<file path="src/rtl/wave_mixer.sv">
// wave_mixer: N-voice audio mixer between the waveform generators and i2s_ctrl.
// Gathers one sample per channel, applies enable and Q1.(G-1) gain through a
// time-multiplexed MAC, saturates to width_p and hands the result downstream.
// Ports:
//   clk_i, reset_i           clock, synchronous active-high reset
//   data_i/valid_i/ready_o   per-channel sample input handshake
//   enable_i, gain_i         per-channel mute and unsigned gain
//   data_o/valid_o/ready_i   mixed sample output handshake
//   clip_o                   sticky saturation flag
//   clip_count_o             clamped-frame counter (WAVE_MIXER_CLIP_COUNT_EN), else 0
module wave_mixer #(
    parameter int width_p        = 16,
    parameter int num_channels_p = 4,
    parameter int gain_width_p   = 8
) (
    input  logic                                   clk_i,
    input  logic                                   reset_i,
    input  logic [num_channels_p*width_p-1:0]      data_i,
    input  logic [num_channels_p-1:0]              valid_i,
    output logic [num_channels_p-1:0]              ready_o,
    input  logic [num_channels_p-1:0]              enable_i,
    input  logic [num_channels_p*gain_width_p-1:0] gain_i,
    output logic [width_p-1:0]                     data_o,
    output logic                                   valid_o,
    input  logic                                   ready_i,
    output logic                                   clip_o,
    output logic [15:0]                            clip_count_o
);

    localparam int N  = num_channels_p;
    localparam int W  = width_p;
    localparam int G  = gain_width_p;
    localparam int AW = W + G + $clog2(N) + 1;
    localparam int IW = (N > 1) ? $clog2(N) : 1;
    localparam logic [IW-1:0] LAST = IW'(N - 1);

    localparam logic signed [AW-1:0] SMAX = {{(AW-W+1){1'b0}}, {(W-1){1'b1}}};
    localparam logic signed [AW-1:0] SMIN = {{(AW-W+1){1'b1}}, {(W-1){1'b0}}};

    typedef enum logic [2:0] {
        S_IDLE,
        S_GATHER,
        S_MAC,
        S_SAT,
        S_OUT
    } state_t;

    state_t                r_state;
    logic [N-1:0]          r_done;
    logic signed [W-1:0]   r_samp [N];
    logic signed [AW-1:0]  r_acc;
    logic [IW-1:0]         r_idx;

    logic [G-1:0]          w_gain [N];
    logic [N-1:0]          w_cap;
    logic [N-1:0]          w_done_next;
    logic signed [W+G:0]   w_prod;
    logic signed [AW-1:0]  w_term;
    logic signed [AW-1:0]  w_shift;
    logic                  w_hi;
    logic                  w_lo;
    logic [W-1:0]          w_res;

    for (genvar k = 0; k < N; k++) begin : g_gain
        assign w_gain[k] = gain_i[k*G +: G];
    end

    // Disabled channels stay ready but never latch a sample.
    assign ready_o     = (r_state == S_GATHER) ? ~r_done : '0;
    assign w_cap       = valid_i & ready_o & enable_i;
    assign w_done_next = r_done | w_cap | ~enable_i;

    // Gain is unsigned: widen with a zero MSB before the signed multiply.
    assign w_prod  = r_samp[r_idx] * $signed({1'b0, w_gain[r_idx]});
    assign w_term  = enable_i[r_idx] ? AW'(w_prod) : '0;

    assign w_shift = r_acc >>> (G - 1);
    assign w_hi    = w_shift > SMAX;
    assign w_lo    = w_shift < SMIN;
    assign w_res   = w_hi ? SMAX[W-1:0] :
                     w_lo ? SMIN[W-1:0] : w_shift[W-1:0];

    always_ff @(posedge clk_i) begin
        if (reset_i) begin
            r_state <= S_IDLE;
            r_done  <= '0;
            r_acc   <= '0;
            r_idx   <= '0;
            data_o  <= '0;
            valid_o <= 1'b0;
            clip_o  <= 1'b0;
            for (int k = 0; k < N; k++) begin
                r_samp[k] <= '0;
            end
        end else begin
            unique case (r_state)
                S_IDLE: begin
                    r_state <= S_GATHER;
                end
                S_GATHER: begin
                    for (int k = 0; k < N; k++) begin
                        if (w_cap[k]) begin
                            r_samp[k] <= data_i[k*W +: W];
                        end
                    end
                    r_done <= r_done | w_cap;
                    if (&w_done_next) begin
                        r_idx   <= '0;
                        r_state <= S_MAC;
                    end
                end
                S_MAC: begin
                    r_acc <= r_acc + w_term;
                    if (r_idx == LAST) begin
                        r_state <= S_SAT;
                    end else begin
                        r_idx <= r_idx + IW'(1);
                    end
                end
                // Extra stage so the saturated result is registered
                // from a settled accumulator.
                S_SAT: begin
                    data_o  <= w_res;
                    valid_o <= 1'b1;
                    if (w_hi || w_lo) begin
                        clip_o <= 1'b1;
                    end
                    r_state <= S_OUT;
                end
                S_OUT: begin
                    if (ready_i) begin
                        valid_o <= 1'b0;
                        r_done  <= '0;
                        r_acc   <= '0;
                        r_state <= S_GATHER;
                    end
                end
                default: begin
                    r_state <= S_IDLE;
                end
            endcase
        end
    end

`ifdef WAVE_MIXER_CLIP_COUNT_EN
    logic        r_clamped;
    logic [15:0] r_clip_cnt;

    always_ff @(posedge clk_i) begin
        if (reset_i) begin
            r_clamped  <= 1'b0;
            r_clip_cnt <= '0;
        end else begin
            if (r_state == S_SAT) begin
                r_clamped <= w_hi | w_lo;
            end
            if (r_state == S_OUT && ready_i && r_clamped &&
                r_clip_cnt != 16'hFFFF) begin
                r_clip_cnt <= r_clip_cnt + 16'd1;
            end
        end
    end

    assign clip_count_o = r_clip_cnt;
`else
    assign clip_count_o = '0;
`endif

endmodule

</file>
<file path="config.mk">
export PLATFORM = sky130hd
export DESIGN_NAME = wave_mixer
export DESIGN_NICKNAME = d
export VERILOG_FILES = /design/src/rtl/wave_mixer.sv
export SDC_FILE = /design/constraint.sdc
export NUM_CORES = 1
export LEC_CHECK = 0
export BUFFER_PORTS_ARGS = -buffer_cell sky130_fd_sc_hd__buf_2
export CORE_AREA = 2 2 180 182
export DETAILED_ROUTE_END_ITERATION = 10
export DIE_AREA = 0 0 182 184
export PLACE_DENSITY = 0.57
export SETUP_SLACK_MARGIN = 0.15
export SLEW_MARGIN = 30
export SYNTH_ARGS = -nofsm -noshare
export SYNTH_HDL_FRONTEND = slang
export SYNTH_SLANG_ARGS = --single-unit
export TNS_END_PERCENT = 50
</file>
<file path="constraint.sdc">
create_clock -name clk_i -period 13.7 [get_ports clk_i]
set_input_delay 2.74 -clock clk_i [delete_from_list [all_inputs] [get_ports clk_i]]
set_output_delay 2.74 -clock clk_i [all_outputs]
set_load 0.02 [all_outputs]
</file>
==> summary.md <==
### Status
- run status: complete, no violations

### Clocking
- Clock Sink Count: 120
- CTS hold repair buffers: 0
- TritonCTS clock tree: done
- clock latency on the worst-skew pair: 0.42 ns
- post-CTS resize count: 0
- buffers inserted by post-CTS timing repair: 0
- total clock buffers created by CTS: 17
- root buffer selected by CTS: sky130_fd_sc_hd__clkbuf_16
- CTS clock-pin slew for the worst setup and hold paths: 0.06 ns
- CTS H-Tree Depth: 4
- clock buffer depth: 2

### Routing
- drt first pass iters: 4
- Routed Wire Length: 27.17 mm
- final routed wire length divided by cell count: 15.93 um
- DR vias: 8381
- residual antenna-violating net count after detailed routing: 0
- total DRC errors in the routed layout: 0
- vias per cell: 4.916
- drt first-iter violations: 413

### Logic synthesis
- average footprint of a synthesized cell: 9.504 um2
- cell area after technology mapping: 11160 um2
- primary flip-flop cell chosen by synthesis mapping: sky130_fd_sc_hd__edfxtp_1
- synthesized flop and latch total: 120
- Yosys warning total: 0
- distinct cell type count after synthesis: 68
- cell count after synthesis: 1174
- number of flops mapped to enable cells by yosys: 64
- portion of the post-synthesis area used by sequential elements: 27.27%
- async set-or-reset flop fraction in the synthesized netlist: 0%

### Floorplan
- initial standard-cell utilization of the core: 35.54%
- die area: 33490 um2
- row count: 65
- area of the placeable core: 31390 um2
- height of the die: 184 um
- die boundary width: 182 um
- # IOs: 145

### Setup path
- worst r2r dst: r_acc[26]$_SDFFE_PP0P_
- critical path peak fanout: 16
- kind of end point of the critical path: flop
- critical setup path kind: input pin to flop
- worst path arrival time: 10.18 ns
- kind of start point of the critical path: input pin
- RR Startpoint: r_idx[1]$_SDFFE_PP0P_
- required time at the endpoint of the critical path: 13.96 ns
- setup slack, reg-to-reg: 5.33 ns
- cell seen most often among critical-path stages: sky130_fd_sc_hd__fa_1
- slowest library cell on the worst path: sky130_fd_sc_hd__mux4_2
- worst reg-to-reg path cell count: 29
- slowest cell delay on critical path: 0.65 ns

### Placement
- routability congestion estimate: 0.8204
- worst setup timing slack at the placement stage: 3.360 ns
- number of I/O port buffers: 128
- total half-perimeter wirelength after legalization and detailed placement: 21.42 mm
- # placed instances: 1673
- area post-placement: 12150 um2

### Pwr
- P_sw: 0.8632 mW
- Reg power frac: 20.4%
- Power Internal: 1.148 mW
- Comb pwr share: 57.0%
- worst voltage drop across the vdd grid: 0.00009320 V
- clock group share of total power: 22.5%
- power density over the cells: 157.8 nW/um2
- Switching Share: 42.92%
- leakage power: 5.957 nW

### Global routing
- GRT Residual Overflow: 0
- global-route wire length before repair: 44.65 mm
- pin count of the biggest net entering global routing: 61
- initial antenna violation count: 0
- total routing usage reported by global routing: 16.86%
- vias in the first global route: 8628

### Worst hold path
- type of the worst min-delay path: flop to flop
- capture endpoint of the worst hold path: data_o[7]$_SDFFE_PP0P_
- start point of the worst hold path: data_o[7]$_SDFFE_PP0P_
- count of cells along the worst hold path: 2

### STA
- clock tree skew after final layout: 0.01575 ns
- summed negative setup slack over all endpoints: 0 ns
- final worst setup slack: 3.787 ns
- Period Utilization, post-route: 72.36%
- Hold Vio Cnt, Final: 0
- # setup viols final: 0
- highest clock frequency the design can meet: 0.1009 GHz
- minimum period implied by the final worst setup slack: 9.913 ns
- relative max-transition margin: 37.33%
- max-slew violations: 0
- RSZ-0062 raised after global routing: false
- transition time at the pin with the least slew margin: 0.9377 ns

### Layout
- number of nets in the layout: 1576
- area occupied by registers: 3044 um2
- Filler cells: 3150
- share of post-route cells with drive strength above 1: 16.73%
- post-route cell area: 12750 um2
- total area of multi-input combinational cells: 7274 um2
- number of antenna repair diodes: 0
- fraction of the core area covered by cells at the end of the flow: 40.61%
- Layout Cells excl Fill: 1705
- area delta synth->final: 14.25%

### Run
- number of violations of the max-capacitance limit: 0

-- cell type report --
cell class | instances | share of cell area, %
multi-input cells | 844 | 57.06
flip-flops and latches | 120 | 23.88
repair buffers | 135 | 5.437
inverters | 172 | 5.064
clock buffers | 27 | 4.367
well taps | 402 | 3.945
clock inverters | 5 | 0.2454
-- kinds of logic after synthesis --
group,share of synthesized area [%]
simple gates,17.86
buf+inv,8.208
flops,27.27
other cells,0.03361
fa+ha+maj,27.10
mux,5.427
compound gates,11.11
xor+xnor,2.983
-- cell usage after synthesis (19+ instances only) --
| cell type | instances | share of area, % |
|---|---|---|
| sky130_fd_sc_hd__and2_1 | 130 | 7.3 |
| sky130_fd_sc_hd__nand2_1 | 118 | 4.0 |
| sky130_fd_sc_hd__a21oi_1 | 66 | 3.0 |
| sky130_fd_sc_hd__nor2_1 | 70 | 2.4 |
| sky130_fd_sc_hd__dfxtp_1 | 56 | 10 |
| sky130_fd_sc_hd__ha_1 | 76 | 8.5 |
| sky130_fd_sc_hd__clkbuf_1 | 32 | 1.1 |
| sky130_fd_sc_hd__fa_1 | 103 | 18 |
| sky130_fd_sc_hd__inv_1 | 171 | 5.8 |
| sky130_fd_sc_hd__o211ai_1 | 19 | 1.3 |
| sky130_fd_sc_hd__edfxtp_1 | 64 | 17 |
| sky130_fd_sc_hd__mux4_2 | 24 | 4.8 |
| sky130_fd_sc_hd__nor3_1 | 20 | 0.90 |
| sky130_fd_sc_hd__xnor2_1 | 22 | 1.7 |
-- metrics by stage --
stage | hold slack, ns | total power, mW
after floorplan | 0.4494 | 1.301
after global placement | 0.4384 | 1.564
after detailed placement | 0.4416 | 1.574
after CTS | 0.4498 | 2.037
after global routing | 0.4656 | 2.197
final | 0.4474 | 2.011
-- worst max path at each step --
stage | slack, ns | startpoint | cells past startpoint | endpoint
6_report | 3.79 | gain_i[28] | 30 | r_acc[26]$_SDFFE_PP0P_
5_1_grt | 3.30 | gain_i[28] | 30 | r_acc[26]$_SDFFE_PP0P_
4_1_cts | 3.79 | gain_i[28] | 30 | r_acc[26]$_SDFFE_PP0P_
3_5_place_dp | 3.36 | gain_i[27] | 30 | r_acc[26]$_SDFFE_PP0P_
3_3_place_gp | 3.55 | gain_i[28] | 30 | r_acc[26]$_SDFFE_PP0P_
2_1_floorplan | 3.99 | gain_i[28] | 30 | r_acc[26]$_SDFFE_PP0P_
-- registers in the layout (all words and copies together) (netlist names), named ones only --
signal   flops
r_acc       27
r_samp      64
data_o      16
r_idx        2
r_done       4
clip_o       1
r_state      3
valid_o      1
-- metal layers --
layer	vias to the layer above	wire length [um]	GRT usage, %
met5	-	0	0
met4	0	273	3.581
met3	17	1130	2.734
met2	183	13170	28.93
met1	4095	12600	22.48
li1	4086	-	-
-- power by group through the flow --
stage                     Sequential [mW]  Combinational [mW]  Clock [mW]
after floorplan                     0.414               0.887           0
after global placement              0.418                1.15           0
after detailed placement            0.419                1.16           0
after CTS                           0.411                1.16       0.461
after global routing                0.414                1.31       0.477
final                               0.411                1.15       0.453
-- cell usage in the layout, fill, tap and decap left out, drive strengths merged, types with 3 or more instances in the layout --
cell type / n
or3: 4
o211ai: 19
nand3: 9
o21a: 5
nand2: 118
dfxtp: 56
a211oi: 8
xnor2: 22
buf: 135
clkinv: 5
nor3b: 4
nand2b: 5
nand3b: 6
and2: 131
or2: 7
ha: 76
edfxtp: 64
a21boi: 3
and3: 6
a22oi: 18
fa: 103
mux4: 24
a21o: 19
nor3: 20
xor2: 16
conb: 16
nor2b: 5
a21oi: 66
nor2: 70
o21ai: 17
o21bai: 5
clkbuf: 27
a211o: 3
a22o: 4
mux2i: 5
inv: 171
nand4: 3
a31oi: 3
-- worst max-delay path, delay by kind of cell --
kind / cells / cell delay (ns)
AOI/OAI and AO/OA: 12 / 2.70
xor gates and xnor gates: 1 / 0.13
adders and majority gates: 6 / 2.64
muxes: 3 / 1.00
and+or+nand+nor: 4 / 0.65
buffers and inverters: 4 / 0.28
Note: power is estimated with default switching activity, not from simulation.
